$ cat config.mk
export PLATFORM = sky130hd
export DESIGN_NAME = wb_arbiter
export DESIGN_NICKNAME = d
export VERILOG_FILES = /design/src/rtl/wb_arbiter.sv
export SDC_FILE = /design/constraint.sdc
export NUM_CORES = 1
export LEC_CHECK = 0
export ABC_AREA = 1
export ABC_CLOCK_PERIOD_IN_PS = 7650
export CAP_MARGIN = 10
export CORE_AREA = 2 2 126 128
export DETAILED_ROUTE_END_ITERATION = 12
export DIE_AREA = 0 0 128 130
export PLACE_DENSITY = 0.65
export SETUP_SLACK_MARGIN = 0.1
export SLEW_MARGIN = 20
export SYNTH_ARGS = -nofsm -noshare
export SYNTH_HDL_FRONTEND = slang
export SYNTH_SLANG_ARGS = --single-unit
$ cat constraint.sdc
create_clock -name clk -period 7.65 [get_ports clk]
set_input_delay 1.53 -clock clk [delete_from_list [all_inputs] [get_ports clk]]
set_output_delay 1.53 -clock clk [all_outputs]
set_load 0.03 [all_outputs]
$ cat src/rtl/wb_arbiter.sv
// Register-file writeback arbiter: the pipeline always wins the port; multi-cycle results queue in a FIFO.
// Optional WB_SCOREBOARD_EN adds a busy scoreboard with a combinational operand-hazard query.
module wb_arbiter #(
  parameter int FIFO_DEPTH = 2
) (
  input  logic        clk,
  input  logic        rst,
  input  logic        pipe_wen,
  input  logic [4:0]  pipe_rd,
  input  logic [31:0] pipe_data,
  input  logic        mc_valid,
  input  logic [4:0]  mc_rd,
  input  logic [31:0] mc_data,
  output logic        mc_ready,
  input  logic        mc_issue,
  input  logic [4:0]  mc_issue_rd,
  input  logic [4:0]  q_rs1,
  input  logic [4:0]  q_rs2,
  output logic        q_stall,
  output logic        rf_wen,
  output logic [4:0]  rf_rd,
  output logic [31:0] rf_data
);

  localparam int AW = $clog2(FIFO_DEPTH);
  localparam int CW = AW + 1;
  localparam logic [CW-1:0] DEPTH_C = CW'(FIFO_DEPTH);

  logic [4:0]    fifo_rd_q   [FIFO_DEPTH];
  logic [31:0]   fifo_data_q [FIFO_DEPTH];
  logic [AW-1:0] wr_ptr_q, wr_ptr_d, rd_ptr_q, rd_ptr_d;
  logic [CW-1:0] count_q, count_d;
  logic          rf_wen_q, rf_wen_d;
  logic [4:0]    rf_rd_q, rf_rd_d;
  logic [31:0]   rf_data_q, rf_data_d;

  logic        pipe_eff, push, pop;
  logic [4:0]  head_rd;
  logic [31:0] head_data;

  assign pipe_eff  = pipe_wen && (pipe_rd != 5'd0);
  assign mc_ready  = (count_q < DEPTH_C);
  assign push      = mc_valid && mc_ready;
  // Pop depends only on registered count, so a fresh entry spends at least one cycle queued.
  assign pop       = (count_q != '0) && !pipe_eff;
  assign head_rd   = fifo_rd_q[rd_ptr_q];
  assign head_data = fifo_data_q[rd_ptr_q];

  always_comb begin
    wr_ptr_d  = wr_ptr_q;
    rd_ptr_d  = rd_ptr_q;
    count_d   = count_q;
    rf_wen_d  = 1'b0;
    rf_rd_d   = rf_rd_q;
    rf_data_d = rf_data_q;
    if (push) wr_ptr_d = wr_ptr_q + 1'b1;
    if (pop)  rd_ptr_d = rd_ptr_q + 1'b1;
    count_d = count_q + CW'(push) - CW'(pop);
    if (pipe_eff) begin
      rf_wen_d  = 1'b1;
      rf_rd_d   = pipe_rd;
      rf_data_d = pipe_data;
    end else if (pop && (head_rd != 5'd0)) begin
      rf_wen_d  = 1'b1;
      rf_rd_d   = head_rd;
      rf_data_d = head_data;
    end
  end

  always_ff @(posedge clk or posedge rst) begin
    if (rst) begin
      wr_ptr_q  <= '0;
      rd_ptr_q  <= '0;
      count_q   <= '0;
      rf_wen_q  <= 1'b0;
      rf_rd_q   <= 5'd0;
      rf_data_q <= 32'd0;
    end else begin
      wr_ptr_q  <= wr_ptr_d;
      rd_ptr_q  <= rd_ptr_d;
      count_q   <= count_d;
      rf_wen_q  <= rf_wen_d;
      rf_rd_q   <= rf_rd_d;
      rf_data_q <= rf_data_d;
    end
  end

  // Storage needs no reset: count gates every read.
  always_ff @(posedge clk) begin
    if (push) begin
      fifo_rd_q[wr_ptr_q]   <= mc_rd;
      fifo_data_q[wr_ptr_q] <= mc_data;
    end
  end

  assign rf_wen  = rf_wen_q;
  assign rf_rd   = rf_rd_q;
  assign rf_data = rf_data_q;

`ifdef WB_SCOREBOARD_EN
  logic [31:1] busy_q, busy_d;
  logic [31:0] busy_vec;

  // Set is applied after clear so a same-cycle issue keeps the register busy.
  always_comb begin
    busy_d = busy_q;
    if (pop && (head_rd != 5'd0)) busy_d[head_rd] = 1'b0;
    if (mc_issue && (mc_issue_rd != 5'd0)) busy_d[mc_issue_rd] = 1'b1;
  end

  always_ff @(posedge clk or posedge rst) begin
    if (rst) busy_q <= '0;
    else     busy_q <= busy_d;
  end

  assign busy_vec = {busy_q, 1'b0};
  assign q_stall  = busy_vec[q_rs1] | busy_vec[q_rs2];
`else
  logic unused_sb_inputs;
  assign unused_sb_inputs = ^{mc_issue, mc_issue_rd, q_rs1, q_rs2};
  assign q_stall = 1'b0;
`endif

endmodule
### Word level (Yosys, flattened, before mapping)

Memory sizes are Yosys's and may differ from the RTL's.
Index checks and enable logic that the tools add are counted.
Widths: inputs -> output; s select.

| word-level totals | value |
|---|---|
| RAM bits | 74 |
| word-level logic and storage cells | 30 |
| memories | 2 |
| output and inout port bits | 40 |
| bits of input ports | 94 |
| flip-flop bits (word level) | 42 |

Memory list:

| name | depth | bits a word | read ports | clocked after Yosys merged registers in | wr ports | RTL line | source |
|---|---|---|---|---|---|---|---|
| fifo_data_q | 2 | 32 | 1 | 0 | 1 | 30 | `logic [31:0] fifo_data_q [FIFO_DEPTH];` |
| fifo_rd_q | 2 | 5 | 1 | 0 | 1 | 29 | `logic [4:0] fifo_rd_q [FIFO_DEPTH];` |

| operators by class | value |
|---|---|
| reduce and logical (&&, ||, !) cells | 9 |
| add/subtract/negate cells | 4 |
| $lt $le $gt $ge | 1 |
| multiplexer cells | 8 |

Operators with widths:

| kind | number |
|---|---|
| $mux 32 | 2 |
| $mux 5 | 2 |
| $reduce_bool 5->1 | 2 |
| $logic_and 1x1->1 | 4 |
| $mux 1 | 4 |
| $reduce_bool 2->1 | 2 |
| $add 1x1->1 const B | 2 |
| $add 2x1->2 | 1 |
| $lt 2x2->1 const B | 1 |
| $sub 2x1->2 | 1 |
| $logic_not 1->1 | 1 |

### Longest topological paths before layout

Gate-level depths: netlist (run 1).

| logic depth | value |
|---|---|
| word-level depth | 7 |
| depth in mapped cells | 11 |
| mapped depth without buffers | 10 |

### Worst setup path after synthesis (run 1)

OpenSTA, ideal clock, no wires.

| timing | value |
|---|---|
| path kind | input to register |
| from | input port mc_valid |
| to | memory fifo_data_q[0][0] (enable) |
| required time | 7.219 ns |
| slack | 3.993 ns |
| setup time | 0.431 ns |
| data arrival time | 3.225 ns |
| buffers on the path | 0 |
| stages on the path | 2 |
| path through | nand2_1 nor2_1 |

| between the ends | value |
|---|---|
| word-level cells in the longest chain between the ends | 3 |

Ends and longest elaborated chain:

| item | RTL line | source |
|---|---|---|
| start: declaration | 11 | `input logic mc_valid,` |
| $logic_and 1x1->1 | 43 | `assign push = mc_valid && mc_ready;` |
| $mux 1 | 90 | `if (push) begin` |
| $mux 1 (not written as such) | 92 | `fifo_data_q[wr_ptr_q] <= mc_data;` |
| end: declaration | 30 |  |

No other way between the ends.

### Worst setup path in the final report (run 1)

| timing | value |
|---|---|
| from | input port pipe_wen |
| to | register count_q[1] |

| between the ends | value |
|---|---|
| word-level cells in the longest chain between the ends | 4 |

Ends and longest elaborated chain:

| item | RTL line | source |
|---|---|---|
| start: declaration | 8 | `input logic pipe_wen,` |
| $logic_and 1x1->1 | 41 | `assign pipe_eff = pipe_wen && (pipe_rd != 5'd0);` |
| $logic_not 1->1 | 45 | `assign pop = (count_q != '0) && !pipe_eff;` |
| $logic_and 1x1->1 | 45 |  |
| net pop | 37 | `logic pipe_eff, push, pop;` |
| $sub 2x1->2 | 58 | `count_d = count_q + CW'(push) - CW'(pop);` |
| net count_d[1] | 32 | `logic [CW-1:0] count_q, count_d;` |
| end signal: assignment | 81 | `count_q <= count_d;` |
| end: declaration | 32 |  |

The timed path passes the listed nets, and every way through them passes these cells.
A chain may end at the register's enable or synchronous reset.

==> run metrics, run 1 <==
status finished, final reports clean; Layout Area Growth over Synthesis 36.1%; post-synthesis sequential area ratio between 60 and 70%; Syn Nets 621; shortest period the worst path allows 3.65 ns; Fin. Hold Viols 0; Crit-path slowest cell buf_4; Hold Worst Slack 0.499 ns; Leak Pwr 0.00304 uW; multi-input gate area in the final layout 1570 um^2; chip height about 130 um; first-pass GRT wire length 20,400 um; Mapped Cells 525; clk_skew about 0.0054 ns; # IOs 134; CTS tree done; Combinational Power Share around 39%; path type of the worst min-delay path flop to flop; DRT Pass-1 Iters 4; # clock sinks 116; CP endpoint kind flop; Sw Ratio between 30% and 40%; Avg WL per Cell 15.3 um; diode count 0; initial antenna violation count 0; crit path launch type primary input; Synth Area in Compound Gates less than 1%; number of buffers created by CTS 17; fillers around 1,500; Flop pwr share a little over a third; Req. time, crit path 7.98 ns; internal power approximately 1600 uW; RSZ-0062 raised after global routing no; TNS Setup 0 ns; final setup fails 0; Starting DRT DRC Count approximately 250; Die ar. 16,600 um^2; core footprint about 15,000 um^2; Post-CTS Setup Bufs 0; YS warnings 0; H-Tree Depth 4; simple-gate portion of the synthesized area 29.2%; post-synthesis xor/xnor area fraction less than 1%; multiplexer share of the synthesized area 0%; antenna viol nets, final 0; Critical Path, Cell by Cell clkdlybuf4s50_1 > buf_4 > nand2_2 > buf_4 > nand2_1 > inv_1 > ha_1 > inv_1 > ha_1 > xnor2_1 > xor2_1; slew margin rel. 40.0%; Worst Path Arrival 3.99 ns; layout cell share with drive strength beyond 1 6.02%; CP Max Fanout 76; fin crit share 47.7%; Finished Cell Area 6900 um^2; largest family of logic cells by synthesized area simple AND/OR/NAND/NOR gates; Register Area 3270 um^2; clk root buf clkbuf_16; number of nets in the layout roughly 730; DP Area 6340 um^2; via count 3,957; RePlAce Congestion approximately 0.78; Adder-Cell Fraction of Synth Area less than 1%; maximum number of pins on one net before global-route repair between 70 and 80; HPWL Detailed 8190 um; clock power share 25.4%; peak supply drop 0.132 mV; Cell Area, Synth approximately 5000 um^2; pwr/cell area 379 nW/um^2; vias per cell 4.71; post-synth top area share 43.8%; synth top area cells edfxtp_1 (44%), dfrtp_1 (21%), nand2_1 (17%); Post-CTS Hold Buffers 0; number of buffers added on ports 116; DRC errors left 0; Max Buffers Root-to-Sink 2; # rows 46; die width 128 um; Avg Cell Area, Syn around 9.7 um^2; Highest Clock Rate 0.274 GHz; WS Path Type primary input to flop; WL final 12,800 um; vias in the first global route 3,977; Psw 976 uW; Clock Latency Late Sink ~0.41 ns; Yosys reg bits 116; final-report max-slew violation count 0; Worst Tran Pin Value 0.899 ns; number of distinct library cells after synthesis 23; Total GRT Usage 16.3%; largest area contributor in the synthesized netlist edfxtp_1; post_cts resized 0; Overflow after GRT 0; clock-pin slew on the worst setup and hold paths 0.05 ns; Worst path max stage delay 0.63 ns; Starting Density 32.9%; Max Cap Viol 0
[metrics by stage]
stage	setup slack [ns]	instances	total power, uW	utilization (%)
floorplan	3.99	525	1580	-
CTS	4.01	837	2620	44.3
global route	3.77	840	2780	44.7
finish	4.00	840	2610	44.7
global placement	3.61	805	1930	41.1
detailed placement	3.57	805	1950	41.1
[flip-flops by register name, summed over array words and instances, names as in the netlist]
name         flops
count_q          2
rf_rd            5
fifo_data_q     64
rf_wen           1
rd_ptr_q         1
rf_data         32
fifo_rd_q       10
wr_ptr_q         1
[cells in the final DEF (no fill, tap or decap), types with 3 or more instances in the layout]
cell             count
dfrtp_1             42
nand2_1            230
nor2_1               4
edfxtp_1            74
buf_4                5
xor2_1               3
clkinv_1             3
clkbuf_1             7
nand3_1            110
clkinv_2             5
inv_1               13
clkbuf_16           17
clkdlybuf4s50_1    116
[routing by layer]
metal	vias up	global-route usage, %	wire (um)
met5	-	0	0
met4	0	6.33	276
met3	21	4.88	650
met2	107	27.0	6350
met1	1867	20.2	5550
li1	1962	-	-
[cell type report]
type                    instances  share of cell area (%)
inverters                      15                   0.816
repair buffers                124                    18.4
clock buffers                  24                    6.55
flip-flops and latches        116                    47.4
well taps                     192                    3.48
clock inverters                 8                   0.526
multi-input cells             361                    22.8
[cell families after synthesis]
kind of cell             Yosys count
buffers and inverters             48
AND/OR/NAND/NOR                  351
flip-flops                       116
adder cells (fa/ha/maj)            2
AO/OA/AOI/OAI                      3
other                              1
XOR/XNOR                           4
[Yosys cell counts]
cell type and instances:
nand2_2 1, nor2_1 6, inv_2 1, ha_1 2
buf_4 8, nand2_4 1, buf_2 11, nand3_2 2
dfrtp_1 42, inv_1 14, o21ai_0 1, nand3_1 110
nor2_2 1, buf_1 1, edfxtp_1 74, xnor2_1 1
buf_6 2, clkbuf_1 11, nand2_1 230, xor2_1 3
o21ai_1 1, a21oi_1 1, conb_1 1
[power by group through the flow]
stage / Combinational, uW / Sequential [uW] / Clock, uW
final: 1010 / 938 / 664
after global routing: 1120 / 959 / 706
after CTS: 1000 / 943 / 676
after detailed placement: 1000 / 953 / 0
after global placement: 984 / 945 / 0
after floorplan: 444 / 1130 / 0
[critical path, delay by kind of cell]
family,cells,cell delay [ns]
fa+ha+maj,2,0.37
buf+inv,5,1.46
xor+xnor,2,0.28
simple gates,2,0.32
[path summary, 6_finish.rpt]
| kind | start | endpoint | slack, ns | cells past startpoint |
|---|---|---|---|---|
| worst min-delay path | rf_data[7] | rf_data[7] | 0.50 | 2 |
| worst max-delay path | pipe_wen | count_q[1] | 4.00 | 11 |
| worst max register to register | rd_ptr_q | rf_data[12] | 4.86 | 10 |
| min in group asynchronous | rst | rf_data[9] | 1.64 | 2 |
| max in group asynchronous | rst | rf_data[28] | 5.44 | 2 |
| worst min register to register | rf_data[7] | rf_data[7] | 0.50 | 2 |
Power figures use the tool's default switching activity.
==> run 2: changes to the inputs <==
Settings changed: ABC_CLOCK_PERIOD_IN_PS 7650 to 3200, PLACE_DENSITY 0.65 to 0.68.
Clock period 7.65 ns to 3.2 ns, I/O delays scaled along.
==> run 2 against run 1 <==
  * Utilization rose by 0.59 points
  * Worst setup slack got worse by 3.1 ns
  * Sequential share of layout area fell by 0.62 points
  * Sequential power rose by 140%
  * Total power rose to 2.5 times the previous value
  * Cell area rose by 1.3%
  * Largest cell class unchanged
==> run metrics, run 2 (synthesis results as in run 1) <==
# clock sinks 116 (unchanged); chip height 130 um (unchanged); Post-CTS Hold Buffers 0 (unchanged); Power, Total 6540 uW (+150%); vias in the first global route 3,945 (-0.80%); antenna viol nets, final 0 (unchanged); Die ar. 16,600 um^2 (unchanged); via count 3,876 (-2.0%); Worst Path Arrival 2.68 ns (-1.31 ns); # rows 46 (unchanged); R2R Setup Slk 1.08 ns (-3.78 ns); Req. time, crit path 3.55 ns (-4.43 ns); vias per cell 4.60 (-2.4%); Clock Latency Late Sink 0.41 ns (about the same); reg2reg path depth 10 (unchanged); Hold Crit Depth 2 (unchanged); reg2reg end rf_data[28]; first-pass GRT wire length 20,100 um (-1.6%); number of buffers created by CTS 17 (unchanged); DRT Pass-1 Iters 5 (+1); die width 128 um (unchanged); Crit-path slowest cell buf_4; Worst Tran Pin Value 0.903 ns (+0.00403 ns); CP endpoint kind flop; most frequent cells in the layout nand2_1 (230), clkdlybuf4s50_1 (116), nand3_1 (110), edfxtp_1 (74), dfrtp_1 (42); core footprint 15,400 um^2 (unchanged); clk root buf clkbuf_16; number of nets in the layout 734 (+0.41%); CP most frequent cell nand2_1; fin crit share 72.8%; Worst path max stage delay 0.51 ns (-0.12 ns); Fin. Hold Viols 0 (unchanged); WS Path Type primary input to flop; pwr/cell area 936 nW/um^2 (+150%); H-Tree Depth 4 (unchanged); number of buffers added on ports 116 (unchanged); flip-flop count of the largest register after layout 64 (unchanged); RePlAce Congestion 0.770 (-0.98%); shortest period the worst path allows 2.33 ns; WL final 12,500 um (-2.8%); Max Cap Viol 0 (unchanged); initial antenna violation count 0 (unchanged); DRC errors left 0 (unchanged); peak supply drop 0.437 mV (+230%); crit path launch type primary input; # IOs 134 (unchanged); TNS Setup 0 ns (unchanged); Hold Crit Start rf_data[13]; Layout Area Growth over Synthesis 37.9%; Highest Clock Rate 0.429 GHz; clock-pin slew on the worst setup and hold paths 0.05 ns (about the same); Avg WL per Cell 14.8 um (-3.1%); Biggest register fifo_data_q; CP Max Fanout 56 (-26%); post_cts resized 0 (unchanged); slew margin rel. 39.7% (-0.27 points); Overflow after GRT 0 (unchanged); WHS Endpoint rf_data[13]; final setup fails 0 (unchanged); Total GRT Usage 16.0% (-0.29 points); clk_skew 0.00657 ns (+0.00120 ns); status finished, final reports clean; Max Buffers Root-to-Sink 2 (unchanged); path type of the worst min-delay path flop to flop; layout cell share with drive strength beyond 1 7.53% (+1.5 points); maximum number of pins on one net before global-route repair 57 (-26%); fin util 45.3% (+0.59 points); most common cell after layout, fill and taps aside nand2_1; RSZ-0062 raised after global routing no; diode count 0 (unchanged); Critical Path, Cell by Cell clkdlybuf4s50_1 > nor2_1 > nand3_2 > nand2_2 > buf_4 > nand2_1 > nand2_1 > nand3_1 > nand2_1; HPWL Detailed 8770 um (+7.1%); Post-CTS Setup Bufs 0 (unchanged); Worst R2R Start rd_ptr_q; CTS tree done; Leak Pwr 0.00309 uW (+1.8%); DP Area 6400 um^2 (+0.91%); Starting Density 32.9% (unchanged); Starting DRT DRC Count 143 (-42%); Finished Cell Area 6990 um^2 (+1.3%); final-report max-slew violation count 0 (unchanged)
[run 2: routing by layer]
| layer | vias up | routed length, um | global-route usage, % |
|---|---|---|---|
| li1 | 1970 | - | - |
| met1 | 1784 | 5310 | 19.4 |
| met2 | 102 | 6210 | 26.4 |
| met3 | 20 | 676 | 4.59 |
| met4 | 0 | 262 | 7.76 |
| met5 | - | 0 | 0 |
[run 2: how the worst max path moves through the flow]
stage / startpoint / to / slack (ns) / depth (start not counted)
floorplan: count_q[1] / fifo_data_q[0][0] / 0.37 / 3
global placement: pipe_rd[4] / rf_rd[4] / 0.50 / 9
detailed placement: pipe_rd[4] / rf_rd[1] / 0.47 / 9
finish: pipe_rd[4] / rf_rd[1] / 0.87 / 9
global route: pipe_rd[3] / rf_data[8] / 0.71 / 9
CTS: count_q[1] / mc_ready / 0.87 / 2
[run 2: power breakdown]
group,internal [uW],switching [uW]
combinational,891,1530
clock,1250,618
sequential,2060,194
total,4200,2350
[run 2: critical path, delay by kind of cell]
kind | cells | cell delay [ns]
simple gates | 7 | 1.07
buf+inv | 2 | 0.96
[run 2: layout make-up]
cell class / instances / area, um^2
Clock inverter: 12 / 135
Sequential cell: 116 / 3270
Multi-Input combinational cell: 361 / 1570
Timing Repair Buffer: 127 / 1260
Inverter: 15 / 56.3
Tap cell: 192 / 240
Fill cell: 1447 / 8430
Clock buffer: 20 / 457
[run 2: stage by stage]
stage | worst slack (ns) | std cells | hold WS [ns]
floorplan | 0.368 | 525 | 0.478
global placement | 0.505 | 811 | 0.488
detailed placement | 0.474 | 811 | 0.489
CTS | 0.868 | 843 | 0.501
global route | 0.713 | 843 | 0.519
finish | 0.870 | 843 | 0.497
